$ cat src/rtl/cla_adder_32_pkg.sv
// Shared constants, types and group generate/propagate helpers for the
// 32-bit carry-lookahead adder.
package cla_adder_32_pkg;

  localparam int WIDTH      = 32;
  localparam int BLOCK      = 4;
  localparam int NUM_BLOCKS = WIDTH / BLOCK;

  typedef struct packed {
    logic g;
    logic p;
  } gp_t;

  // Merge two adjacent groups; hi is the more significant one.
  function automatic gp_t gp_combine(input gp_t hi, input gp_t lo);
    gp_t r;
    r.g = hi.g | (hi.p & lo.g);
    r.p = hi.p & lo.p;
    return r;
  endfunction

  function automatic logic gp_carry(input gp_t gp, input logic cin);
    return gp.g | (gp.p & cin);
  endfunction

endpackage

$ cat src/rtl/cla_block_4.sv
// Four-wide lookahead cell: two-level carries from the block carry-in plus
// block generate/propagate. Used for both bit groups and block groups.
module cla_block_4
  import cla_adder_32_pkg::*;
(
  input  logic [BLOCK-1:0] g,
  input  logic [BLOCK-1:0] p,
  input  logic             cin,
  output logic [3:1]       c,
  output logic             gg,
  output logic             pp
);

  assign c[1] = g[0]
              | (p[0] & cin);

  assign c[2] = g[1]
              | (p[1] & g[0])
              | (p[1] & p[0] & cin);

  assign c[3] = g[2]
              | (p[2] & g[1])
              | (p[2] & p[1] & g[0])
              | (p[2] & p[1] & p[0] & cin);

  // Group terms deliberately exclude cin so a parent level can chain them.
  assign gg = g[3]
            | (p[3] & g[2])
            | (p[3] & p[2] & g[1])
            | (p[3] & p[2] & p[1] & g[0]);

  assign pp = p[3] & p[2] & p[1] & p[0];

endmodule

$ cat src/rtl/cla_adder_32.sv
// One-cycle 32-bit carry-lookahead adder stage: three lookahead levels
// (4-bit, 16-bit, 32-bit) feeding registered sum, carry-out and group G/P.
module cla_adder_32
  import cla_adder_32_pkg::*;
(
  input  logic             clk,
  input  logic             reset,
  input  logic [WIDTH-1:0] x,
  input  logic [WIDTH-1:0] y,
  input  logic             c_in,
  output logic             G,
  output logic             P,
  output logic             c32,
  output logic [WIDTH-1:0] sum
);

  logic [WIDTH-1:0]      g_bit;
  logic [WIDTH-1:0]      p_bit;
  logic [WIDTH-1:0]      carry;

  logic [NUM_BLOCKS-1:0] blk_gg;
  logic [NUM_BLOCKS-1:0] blk_pp;
  logic [NUM_BLOCKS-1:0] blk_cin;
  logic [3:1]            blk_c [NUM_BLOCKS];

  logic [3:1]            lo_c;
  logic [3:1]            hi_c;
  logic                  lo_gg, lo_pp;
  logic                  hi_gg, hi_pp;
  logic                  c16;
  gp_t                   lo_gp, hi_gp, word_gp;

  logic [WIDTH-1:0]      sum_d, sum_q;
  logic                  c32_d, c32_q;
  logic                  g_d, g_q;
  logic                  p_d, p_q;

  assign g_bit = x & y;
  assign p_bit = x ^ y;

  // Level 1: eight 4-bit cells, each fed its carry-in from level 2.
  for (genvar k = 0; k < NUM_BLOCKS; k++) begin : gen_l1
    cla_block_4 u_blk (
      .g   (g_bit[BLOCK*k +: BLOCK]),
      .p   (p_bit[BLOCK*k +: BLOCK]),
      .cin (blk_cin[k]),
      .c   (blk_c[k]),
      .gg  (blk_gg[k]),
      .pp  (blk_pp[k])
    );

    assign carry[BLOCK*k]                 = blk_cin[k];
    assign carry[BLOCK*k+1 +: BLOCK-1]    = blk_c[k];
  end

  // Level 2: each cell spans four level-1 blocks (16 bits).
  cla_block_4 u_l2_lo (
    .g   (blk_gg[3:0]),
    .p   (blk_pp[3:0]),
    .cin (c_in),
    .c   (lo_c),
    .gg  (lo_gg),
    .pp  (lo_pp)
  );

  cla_block_4 u_l2_hi (
    .g   (blk_gg[7:4]),
    .p   (blk_pp[7:4]),
    .cin (c16),
    .c   (hi_c),
    .gg  (hi_gg),
    .pp  (hi_pp)
  );

  // Level 3: the two 16-bit halves reuse the 2-input lookahead equations.
  assign lo_gp   = '{g: lo_gg, p: lo_pp};
  assign hi_gp   = '{g: hi_gg, p: hi_pp};
  assign c16     = gp_carry(lo_gp, c_in);
  assign word_gp = gp_combine(hi_gp, lo_gp);

  assign blk_cin = {hi_c, c16, lo_c, c_in};

  always_comb begin
    sum_d = p_bit ^ carry;
    c32_d = gp_carry(word_gp, c_in);
    g_d   = word_gp.g;
    p_d   = word_gp.p;
  end

  always_ff @(posedge clk) begin
    if (reset) begin
      sum_q <= '0;
      c32_q <= 1'b0;
      g_q   <= 1'b0;
      p_q   <= 1'b0;
    end else begin
      sum_q <= sum_d;
      c32_q <= c32_d;
      g_q   <= g_d;
      p_q   <= p_d;
    end
  end

  assign sum = sum_q;
  assign c32 = c32_q;
  assign G   = g_q;
  assign P   = p_q;

endmodule

$ cat config.mk
export PLATFORM = sky130hd
export DESIGN_NAME = cla_adder_32
export DESIGN_NICKNAME = d
export VERILOG_FILES = /design/src/rtl/cla_adder_32_pkg.sv /design/src/rtl/cla_block_4.sv /design/src/rtl/cla_adder_32.sv
export SDC_FILE = /design/constraint.sdc
export NUM_CORES = 1
export LEC_CHECK = 0
export CAP_MARGIN = 20
export CORE_MARGIN = 2
export CORE_UTILIZATION = 30
export CTS_CLUSTER_SIZE = 25
export DETAILED_ROUTE_END_ITERATION = 10
export PLACE_DENSITY = 0.59
export SYNTH_ARGS = -nofsm -noshare
export SYNTH_HDL_FRONTEND = slang
export SYNTH_SLANG_ARGS = --single-unit
$ cat constraint.sdc
create_clock -name clk -period 6.4 [get_ports clk]
set_clock_uncertainty 0.15 [all_clocks]
set_input_delay 0.64 -clock clk [delete_from_list [all_inputs] [get_ports clk]]
set_output_delay 0.64 -clock clk [all_outputs]
set_load 0.05 [all_outputs]
# Word-level counts from Yosys, hierarchy flattened
# Index checks and enable logic that the tools add are counted.
[totals] ff_bits=35 latchBits=0 ramBits=0 romBits=0 in_bits=67 output_inout_bits=35 elab_cells=254 n_memories=0
[op_classes] n_addsub=0 n_mul=0 div_mod_pow=0 order_cmp=0 eq_ne=0 shift=0 n_mux=0 n_bitwise=250 reduce_logical=0
[ops] operator="AND 1 bit" n=154
[ops] operator="OR 1 bit" n=93
[ops] operator="XOR 32 bit" n=2
[ops] operator="AND 32 bit" n=1

# Depth between registers and ports, before layout
[logic_depth] word_depth=15 mapped_depth=10 depth_no_buf=10

# By module
# Synthesis repeated with hierarchy kept, for this count alone.
[hier_totals] hier_cells=235 hier_area_um2=2169.6
[by_module_without_submodules] mod="cla_adder_32" n_inst=1 cells_each=145 area_per_inst_um2=1581.5 seq_area_each_um2=700.7
[by_module_without_submodules] mod="cla_block_4" n_inst=10 cells_each=9 area_per_inst_um2=58.8 seq_area_each_um2=0.0

# Worst setup path before layout
# Ideal clock, no wire load.
[synth_timing] kind="input port to flip-flop" from="in y[9]" to="reg sum_q[25], in the netlist sum[25]" setup_time_ns=0.127 t_arrival_ns=2.681 t_required_ns=6.123 path_slack_ns=3.442 path_stages=9 path_buffers=0 path_cell_list="ha_1 -> a21oi_2 -> o21ai_2 -> a221oi_4 -> nand3_4 -> o31a_1 -> fa_1 -> xnor2_1 -> nor2_1"
[synth_via] elab_chain_cells=14 elab_cells_between_ends=24 cone_classes="bitwise (24)"
[synth_rtl] item="start, declared" line="cla_adder_32.sv:9" source="input logic [WIDTH-1:0] y,"
[synth_rtl] item="AND 32 bit / XOR 32 bit (equally long branches)" line="cla_adder_32.sv:38, cla_adder_32.sv:39"
[synth_rtl] item="AND 1 bit (on tied branches)" line="cla_block_4.sv:29, cla_block_4.sv:30, cla_block_4.sv:32"
[synth_rtl] item="OR 1 bit / AND 1 bit (equally long branches)" line="cla_block_4.sv:29, cla_block_4.sv:30"
[synth_rtl] item="OR 1 bit" line="cla_block_4.sv:30" source="| (p[3] & p[2] & p[1] & g[0]);"
[synth_rtl] item="AND 1 bit" line="cla_block_4.sv:28" source="| (p[3] & g[2])"
[synth_rtl] item="OR 1 bit" line="cla_block_4.sv:28"
[synth_rtl] item="OR 1 bit" line="cla_block_4.sv:29" source="| (p[3] & p[2] & g[1])"
[synth_rtl] item="OR 1 bit" line="cla_block_4.sv:30"
[synth_rtl] item="OR 1 bit (*)" line="cla_adder_32_pkg.sv:23" source="return gp.g | (gp.p & cin);"
[synth_rtl] item="AND 1 bit (*)" line="cla_block_4.sv:19" source="| (p[1] & p[0] & cin);"
[synth_rtl] item="OR 1 bit (*)" line="cla_block_4.sv:19"
[synth_rtl] item="AND 1 bit (*)" line="cla_block_4.sv:15" source="| (p[0] & cin);"
[synth_rtl] item="OR 1 bit (*)" line="cla_block_4.sv:15"
[synth_rtl] item="XOR 32 bit (*)" line="cla_adder_32.sv:84" source="sum_d = p_bit ^ carry;"
[synth_rtl] item="end signal, assigned" line="cla_adder_32.sv:97" source="sum_q <= sum_d;"
[synth_rtl] item="end, declared" line="cla_adder_32.sv:33" source="logic [WIDTH-1:0] sum_d, sum_q;"
# Mark *: on every way between the ends. The rest lies on a longest branch, timed or not.
# A chain may end at the register's enable or synchronous reset.

# Worst setup path after layout
# Same ends and word-level chain as after synthesis.

==> metrics.md <==
| Metric | Value |
|---|---|
| Run status | `completed` |
| RSZ-0062 raised after global routing | `no` |
| Commonest cells after routing, fill and taps aside | `sky130_fd_sc_hd__clkdlybuf4s50_1 (100), sky130_fd_sc_hd__dfxtp_1 (35), sky130_fd_sc_hd__ha_1 (32)` |
| Buffer and inverter count on the worst path | `1` |
| Max_cap viols | `0` |
| Die extent in y | `94.88 um` |
| Placed Cells incl. Taps | `468` |
| CTS Buffer Depth | `2` |
| Antenna fix cells | `0` |
| Path length in cells of the critical path | `10` |
| Instance count of the mapped netlist | `267` |
| Chain of cells forming the critical path | `clkdlybuf4s50_1 -> ha_1 -> a21oi_2 -> o21ai_2 -> a221oi_4 -> nand3_4 -> o31a_1 -> fa_1 -> xnor2_1 -> nor2_1` |
| Number of flops mapped to enable cells by yosys | `0` |
| Seq cells post-synth | `35` |
| Post-CTS setup buffer count | `0` |
| Clock-pin slew reported for the worst setup and hold paths after clock tree synthesis | `0.08 ns` |
| Synth Area per Inst | `9.279 um^2` |
| DR WL/cell | `13.33 um` |
| Actual transition at the worst max-transition pin | `0.7997 ns` |
| Sum Neg Setup Slack | `0 ns` |
| Final number of setup-violating endpoints | `0` |
| Startpoint-to-endpoint class of the critical path | `in2reg` |
| Fraction of the yosys area taken by sequential cells | `28.28%` |
| HPWL Detailed | `5222 um` |
| All-layer global routing usage | `14.44%` |
| Hold Path Origin | `reset` |
| Max Freq | `0.3034 GHz` |
| Detailed-route vias per instance | `4.785` |
| Static leakage | `1.524 nW` |
| Tot Pwr | `0.7829 mW` |
| Critical path origin | `y[9]` |
| Max-slew violations | `0` |
| Via count | `2273` |
| CP delay by family, top | `compound AO/OA/AOI/OAI gates` |
| Net total in the final layout | `477` |
| Inserted Clock Buffers | `5` |
| Overall overflow remaining after global route | `0` |
| Final weighted congestion in routability-driven placement | `0.7701` |
| Effective utilization at floorplan | `30.61%` |
| Largest net degree at the start of global routing | `46` |
| Post-synthesis cell area | `2477 um^2` |
| Synth cell types | `48` |
| Detailed-router iteration count before antenna repair | `4` |
| Clock tree from TritonCTS | `built` |
| Iter 0 DRT Violations | `65` |
| HP Class | `in2reg` |
| Worst slew margin relative to its limit | `46.69%` |
| Cell chosen for the clock root | `sky130_fd_sc_hd__clkbuf_8` |
| Standard cell core area | `8093 um^2` |
| Final critical delay including setup and external delays | `3.296 ns` |
| Share of cells above drive strength 1 | `7.838%` |
| H-tree depth reported by CTS | `2` |
| Slowest stage cell, crit path | `sky130_fd_sc_hd__a221oi_4` |
| Number of warning messages in the yosys log | `0` |
| Non-filler instance count after layout | `475` |
| Total Routed Length | `6334 um` |
| TritonCTS sink count | `35` |
| Post-Syn Nets | `374` |
| Boundary Pins | `102` |
| Via count of the first global-routing pass | `2247` |
| Count of final hold-check violations | `0` |
| Die X | `94.88 um` |
| Num rows | `33` |
| Worst EP arrival | `3.29 ns` |
| Launching element type of the critical path | `input pin` |
| Die Area | `9001 um^2` |
| Worst setup slack after placement | `2.795 ns` |
| Commonest non-fill, non-tap cell in the layout | `sky130_fd_sc_hd__clkdlybuf4s50_1` |
| CP endpoint | `sum[25]$_SDFF_PP0_` |
| Worst slack on hold paths | `0.7742 ns` |
| Global-route wire length before repair | `10180 um` |
| Cts-stage hold buffer count | `0` |
| Dominant synthesized flop cell | `sky130_fd_sc_hd__dfxtp_1` |
| Largest stage delay on the critical path | `0.42 ns` |
| Peak supply drop | `66.23 uV` |
| Power per unit of standard cell area | `212.5 nW/um^2` |
| Count of input and output buffers | `101` |
| Critical Path RT | `6.40 ns` |
| PnR worst setup slack | `3.104 ns` |
| Critical path peak fanout | `7` |
| Crit share post-route | `51.50%` |
| Residual DRC | `0` |
| Crit end category | `flop` |
| FFs w/ async S/R, synth | `0%` |
| Synth-to-layout area growth | `48.69%` |
| Antenna violations before repair | `0` |
| Final antenna-violating net count | `0` |
| Post-cts repair resize count | `0` |
==> Yosys cell counts (6+ instances only) <==
master	n	area (um^2)
sky130_fd_sc_hd__a21o_1	12	90.09
sky130_fd_sc_hd__ha_1	32	400.4
sky130_fd_sc_hd__dfxtp_1	35	700.7
sky130_fd_sc_hd__a31oi_1	7	43.79
sky130_fd_sc_hd__fa_1	8	160.2
sky130_fd_sc_hd__nor2b_1	17	106.4
sky130_fd_sc_hd__nand3_1	7	35.03
sky130_fd_sc_hd__nor3_1	7	35.03
sky130_fd_sc_hd__a21oi_1	16	80.08
sky130_fd_sc_hd__nor2_1	28	105.1
sky130_fd_sc_hd__xnor2_1	8	70.07
sky130_fd_sc_hd__nand2_1	15	56.30
sky130_fd_sc_hd__o21ai_0	6	30.03
sky130_fd_sc_hd__inv_1	6	22.52
sky130_fd_sc_hd__nand4_1	8	50.05
==> final cells by class <==
class                           count  area (um^2)
Clock buffer                        6        82.58
Clock inverter                      1        5.005
Fill cell                         805         4409
Inverter                            6        22.52
Multi-Input combinational cell    221         1735
Sequential cell                    35        700.7
Tap cell                          105        131.4
Timing Repair Buffer              101         1006
==> per-layer routing <==
metal	GRT usage (%)	vias up	wire, um
met4	3.986	0	44
met5	0	-	0
met3	2.793	4	423
met1	17.40	1015	2779
met2	26.00	81	3087
li1	-	1173	-
==> stage by stage <==
stage,utilization (%),area (um^2)
final,45.52,3684
after floorplan,-,2477
after detailed placement,44.43,3596
after global placement,44.43,3596
after CTS,45.52,3684
after global routing,45.52,3684
==> state kept, by name, indices dropped and copies added (netlist names) <==
register and count:
G 1, sum 32, c32 1, P 1
==> where the power goes <==
part | internal (mW) | switching [mW] | leakage, nW | total, mW
Combinational | 0.155 | 0.207 | 1.19 | 0.362
Sequential | 0.246 | 0.00693 | 0.292 | 0.253
Clock | 0.0846 | 0.0835 | 0.0470 | 0.168
==> worst min-delay path by stage <==
| stage | to | slack, ns | depth (start not counted) |
|---|---|---|---|
| floorplan | c32$_SDFF_PP0_ | 0.60 | 2 |
| global placement | sum[0]$_SDFF_PP0_ | 1.07 | 2 |
| detailed placement | sum[0]$_SDFF_PP0_ | 1.08 | 2 |
| CTS | sum[0]$_SDFF_PP0_ | 0.77 | 2 |
| global route | sum[0]$_SDFF_PP0_ | 0.80 | 2 |
| finish | sum[0]$_SDFF_PP0_ | 0.77 | 2 |
==> kinds of logic after synthesis <==
family	after synthesis	share of synthesized area, %
AOI/OAI and AO/OA	63	18.84
DFF	35	28.28
and+or+nand+nor	99	21.06
adders and majority gates	40	22.63
buffers and inverters	11	1.666
xor gates and xnor gates	11	3.889
muxes	8	3.636
(Power assumes the default switching activity.)
